--- src/rtl/spw_pkg.sv ---
// spw_pkg: character codes, field positions and read FSM states for the SpaceWire receive scheduler
package spw_pkg;
    localparam int LCHAR_BIT = 8;
    localparam logic [1:0] EOP_CODE = 2'b01;
    localparam logic [1:0] EEP_CODE = 2'b10;

    typedef enum logic [1:0] {IDLE, WAIT, HOLD} rx_state_t;

    function automatic logic is_eop(input logic [8:0] c);
        return c[LCHAR_BIT] && c[1:0] == EOP_CODE;
    endfunction

    function automatic logic is_eep(input logic [8:0] c);
        return c[LCHAR_BIT] && c[1:0] == EEP_CODE;
    endfunction
endpackage

--- src/rtl/spw_fct_credit.sv ---
// spw_fct_credit: queue occupancy, peer credit and FCT request generation
module spw_fct_credit #(
    parameter int DEPTH = 8,
    parameter int CREDIT_BLK = 8
) (
    input  logic clk,
    input  logic reset,
    input  logic q_we_i,
    input  logic q_ack_i,
    input  logic link_up_i,
    input  logic fct_ack_i,
    output logic fct_req_o,
    output logic credit_err_o
);
    localparam int CW = $clog2(DEPTH + 1);
    localparam int SW = CW + 2;
    logic [CW-1:0] occ;
    logic [CW-1:0] cred;
    logic grant;
    logic [SW-1:0] room;
    assign grant = fct_req_o & fct_ack_i;
    assign room = SW'(occ) + SW'(cred) + SW'(CREDIT_BLK);
    // occupancy always tracks the queue; credit state only lives while the link runs
    always_ff @(posedge clk) begin
        if (!reset) begin
            occ <= '0;
            cred <= '0;
            fct_req_o <= 1'b0;
            credit_err_o <= 1'b0;
        end else begin
            occ <= occ + CW'(q_we_i) - CW'(q_ack_i);
            if (!link_up_i) begin
                cred <= '0;
                fct_req_o <= 1'b0;
                credit_err_o <= 1'b0;
            end else begin
                cred <= cred + (grant ? CW'(CREDIT_BLK) : '0) - ((q_we_i && (cred != '0 || grant)) ? CW'(1) : '0);
                credit_err_o <= credit_err_o | (q_we_i & (cred == '0) & ~grant);
                fct_req_o <= fct_req_o ? ~fct_ack_i : (room <= SW'(DEPTH));
            end
        end
    end
endmodule

--- src/rtl/spw_rx_sched.sv ---
// spw_rx_sched: pops the receive queue, delivers characters over valid/ready and tracks packets and credit
module spw_rx_sched import spw_pkg::*; #(
    parameter int DEPTH = 8,
    parameter int CREDIT_BLK = 8,
    parameter int LEN_W = 16
) (
    input  logic             clk,
    input  logic             reset,
    input  logic [8:0]       q_dat_i,
    input  logic             q_empty_i,
    input  logic             q_ack_i,
    input  logic             q_we_i,
    output logic             q_stb_o,
    input  logic             link_up_i,
    output logic [7:0]       dat_o,
    output logic             eop_o,
    output logic             eep_o,
    output logic             valid_o,
    input  logic             ready_i,
    output logic             pkt_done_o,
    output logic [LEN_W-1:0] pkt_len_o,
    output logic             pkt_err_o,
    output logic             fct_req_o,
    input  logic             fct_ack_i,
    output logic             credit_err_o
);
    rx_state_t state;
    logic [8:0] hold;
    logic [LEN_W-1:0] len_cnt;
    logic fire;
    assign fire = state == HOLD && ready_i;
    assign q_stb_o = reset && state == IDLE && !q_empty_i;
    assign valid_o = state == HOLD;
    assign dat_o = hold[7:0];
    assign eop_o = is_eop(hold);
    assign eep_o = is_eep(hold);
    // read path: one pop per IDLE visit, head latched as it is popped
    always_ff @(posedge clk) begin
        if (!reset) begin
            state <= IDLE;
            hold <= '0;
        end else begin
            case (state)
                IDLE: if (!q_empty_i) begin
                    hold <= q_dat_i;
                    state <= WAIT;
                end
                WAIT: if (q_ack_i) state <= HOLD;
                HOLD: if (ready_i) state <= IDLE;
                default: state <= IDLE;
            endcase
        end
    end
    // packet length and completion status, advanced on each delivered character
    always_ff @(posedge clk) begin
        if (!reset) begin
            len_cnt <= '0;
            pkt_done_o <= 1'b0;
            pkt_len_o <= '0;
            pkt_err_o <= 1'b0;
        end else begin
            pkt_done_o <= fire & hold[LCHAR_BIT];
            if (fire && hold[LCHAR_BIT]) begin
                pkt_len_o <= len_cnt;
                pkt_err_o <= is_eep(hold);
                len_cnt <= '0;
            end else if (fire) begin
                len_cnt <= len_cnt + LEN_W'(len_cnt != '1);
            end
        end
    end

    spw_fct_credit #(.DEPTH(DEPTH), .CREDIT_BLK(CREDIT_BLK)) u_credit (
        .clk(clk),
        .reset(reset),
        .q_we_i(q_we_i),
        .q_ack_i(q_ack_i),
        .link_up_i(link_up_i),
        .fct_ack_i(fct_ack_i),
        .fct_req_o(fct_req_o),
        .credit_err_o(credit_err_o)
    );
endmodule

--- config.mk ---
export PLATFORM = sky130hd
export DESIGN_NAME = spw_rx_sched
export DESIGN_NICKNAME = d
export VERILOG_FILES = /design/src/rtl/spw_pkg.sv /design/src/rtl/spw_fct_credit.sv /design/src/rtl/spw_rx_sched.sv
export SDC_FILE = /design/constraint.sdc
export NUM_CORES = 1
export LEC_CHECK = 0
export CORE_MARGIN = 2
export CORE_UTILIZATION = 44
export DETAILED_ROUTE_END_ITERATION = 8
export PLACE_DENSITY_LB_ADDON = 0.15
export SYNTH_ARGS = -nofsm -noshare
export SYNTH_HDL_FRONTEND = slang
export SYNTH_SLANG_ARGS = --single-unit
export TNS_END_PERCENT = 50
--- constraint.sdc ---
create_clock -name clk -period 2.97 [get_ports clk]
set_clock_uncertainty 0.2 [all_clocks]
set_input_delay 0.4455 -clock clk [delete_from_list [all_inputs] [get_ports clk]]
set_output_delay 0.4455 -clock clk [all_outputs]
set_load 0.01 [all_outputs]
==> results.md <==
- Status: finished, final reports clean
- Element type at the critical path end: register
- Power per standard cell area: 551 nW/µm²
- Port Buffers: between 40 and 50
- Yosys warning total: 0
- Net Sw Frac: 0.280
- Clock power frac: 0.251
- Synth async-reset ratio: 0
- Final setup fails: 0
- Critical Path AT: 2.37 ns
- FF-to-FF Start: len_cnt[9]
- Int Power: approximately 1.2 mW
- Crit path kind: register to register
- Wire per inst: approximately 12 µm
- First-pass GRT wire length: approximately 8000 µm
- Max-Cap Viols: 0
- Syn Area/Cell: 9.65 µm²
- Max IR drop VDD: approximately 0.00032 V
- Startpoint type of the worst setup path: register
- Synth unique cells: 42
- ANT cells: 0
- Largest net degree at the start of global routing: 22
- Most used DFF post-synth: dfxtp_1
- FP Rows: 27
- Fmax: between 400 and 500 MHz
- Most frequent cell after synthesis: dfxtp_1
- Core Box Area: roughly 5500 µm²
- Top-area cell type share of the netlist area: 0.446
- Vias in the first global route: 1766
- Synth area leader: dfxtp_1
- Final Max Slew Viols: 0
- Hold depth: 2
- Grt total ovfl: 0
- Height of the die: a little under 80 µm
- Clock Sinks: 55
- Via count: around 1900
- Clk Latency, worst-skew pair: about 0.3 ns
- RSZ-0062 raised after global routing: no
- Final Core Density: 0.560
- Vias/cell: ~5
- Layout net count: about 330
- Cells after DPL: between 300 and 400
- Max FO, Critical Path: 7
- Initial antenna violation count: 0
- Clock slew at reported path FFs: 0.09 ns
- Measured slew at the worst slew-check pin: roughly 0.56 ns
- Residual DRC: 0
- WL final: roughly 4500 µm
- H-tree lvl count: 2
- Reg2reg setup slack: 0.58 ns
- Final Hold Viols: 0
- Area of the mapped netlist: between 2000 and 2500 µm²
- Main area contributors after synthesis: dfxtp_1, ha_1, a22o_1, nand2_1, a21boi_0
- Total track usage: 0.160
- Clock tree buffer depth: 2
- Hold-fix buffers at CTS: 0
- Max incr delay on CP: about 0.47 ns
- Final ANT Viol Nets: 0
- Dpl hpwl: 3320 µm
- TritonCTS clock tree: done
- Flops & latches, synth: between 50 and 60
- Leakage Power: 1.20 nW
- Share of cells above drive strength 1: 0.0633
- Sequential power share: 0.503
- Buf/Inv on CP: 0
- Synthesis-to-layout area growth: 24.0%
- Max_slew headroom: 0.625
- Number of synthesized flops with an enable pin: 0
- Crit path time final: roughly 2.4 ns
- Slowest cell on crit path: dfxtp_1
- Post-CTS Resized: 0
- Die X: a little under 80 µm
- Ordered list of cells on the worst path: and3_1 > nand4_1 > or3_1 > ha_1 > and3_1 > nand4_1 > xor2_1 > nor2_1
- RR Endpoint: len_cnt[5]
- Num CTS Buffers: 5
- Sw power: about 470 µW
- Post-Synthesis Cells: around 260
- Worst hold start: hold[5]
- Fin Setup TNS: 0 ns
- Worst Hold End: hold[5]
- Post-synth top cells: dfxtp_1, nand2_1, a22o_1, nor2_1, inv_1
- Die ar.: 6230 µm²
- Routability cong.: ~0.74
- Combinational share of power: 0.247
- Final Non-Filler Cells: 372
- Seq/Total Area, Yosys: 0.446
- Placed inst area: roughly 3000 µm²
- Worst R2R Path Depth: 8
- DRT Pass-1 Iters: 4
- Required @ worst endpoint: approximately 3.0 ns
- Syn_nets: a little under 300
- Initial Util: 0.451
- Fillers: about 520
- Fin area: approximately 3000 µm²
- Ports: roughly 50
- Crit-path leading delay family: simple AND/OR/NAND/NOR gates
- 1st-iter DRT viols: between 60 and 70
- Worst Hold Class: register to register
- Setup bufs post-CTS: 0
- Final worst-path cycle share: 0.803
- Root Buffer: clkbuf_8
==> worst max path at each step <==
stage / start / endpoint / slack, ns / cells past startpoint
CTS: len_cnt[9] / len_cnt[5] / 0.57 / 8
finish: len_cnt[9] / len_cnt[5] / 0.58 / 8
detailed placement: q_we_i / u_credit.cred[2] / 0.49 / 8
global placement: q_we_i / u_credit.cred[2] / 0.54 / 8
global route: len_cnt[9] / len_cnt[9] / 0.35 / 8
floorplan: len_cnt[3] / len_cnt[9] / 0.80 / 8
==> cells in the final DEF, fill, tap and decap left out, types with 6 or more instances in the layout <==
| master | n |
|---|---|
| xor2_1 | 7 |
| nand2_1 | 26 |
| inv_1 | 14 |
| clkdlybuf4s50_1 | 48 |
| clkbuf_8 | 6 |
| nand3_1 | 6 |
| a21boi_0 | 9 |
| a21oi_1 | 12 |
| xnor2_1 | 6 |
| a22o_1 | 16 |
| and3_1 | 8 |
| dfxtp_1 | 55 |
| nor2_1 | 16 |
| ha_1 | 13 |
==> flip-flops by register name, indices dropped and copies added, names as in the netlist <==
signal / cells
hold: 9
pkt_len_o: 16
state: 2
u_credit.credit_err_o: 1
u_credit.cred: 4
u_credit.occ: 4
pkt_err_o: 1
pkt_done_o: 1
u_credit.fct_req_o: 1
len_cnt: 16
==> layer usage <==
layer  track usage  part of all wire
met1         0.202              0.45
met2         0.266              0.49
met3        0.0443             0.042
met4        0.0517             0.013
met5             0                 0
==> power by group through the flow <==
stage / logic, mW / registers (mW) / clock network (mW)
2_1_floorplan: 0.314 / 0.855 / 0
3_3_place_gp: 0.412 / 0.864 / 0
3_5_place_dp: 0.424 / 0.866 / 0
4_1_cts: 0.424 / 0.849 / 0.443
5_1_grt: 0.482 / 0.859 / 0.470
6_report: 0.416 / 0.848 / 0.423
==> stage by stage <==
step,worst slack (ns),power [mW],hold WS (ns)
after floorplan,0.803,1.17,0.244
after global placement,0.539,1.28,0.249
after detailed placement,0.489,1.29,0.258
after CTS,0.573,1.72,0.272
after global routing,0.355,1.81,0.295
final,0.584,1.69,0.267
==> worst reg2reg max path: stages (launching register included) <==
cell and delay [ns]:
dfxtp_1 0.47, and3_1 0.24, nand4_1 0.16, or3_1 0.41
ha_1 0.21, and3_1 0.25, nand4_1 0.13, xor2_1 0.16
nor2_1 0.05
==> final cells by class <==
class	count	area, µm²	area share
clock buffer	7	86.3	0.0282
clock inverter	1	8.76	0.00286
inverter	14	52.6	0.0172
multi-input combinational	170	1210	0.394
sequential	55	1100	0.359
tap	72	90.1	0.0294
timing repair buffer	53	518	0.169
==> logic make-up (layout without fill, tap and decap cells) <==
logic type / Yosys count / after routing / synth area share
flops: 55 / 55 / 0.446
compound gates: 50 / 50 / 0.145
xor+xnor: 13 / 13 / 0.0461
simple gates: 89 / 89 / 0.199
mux: 2 / 2 / 0.00811
fa+ha+maj: 16 / 16 / 0.0902
buf+inv: 31 / 75 / 0.0659
No activity file was read; power rests on OpenSTA's default activity.
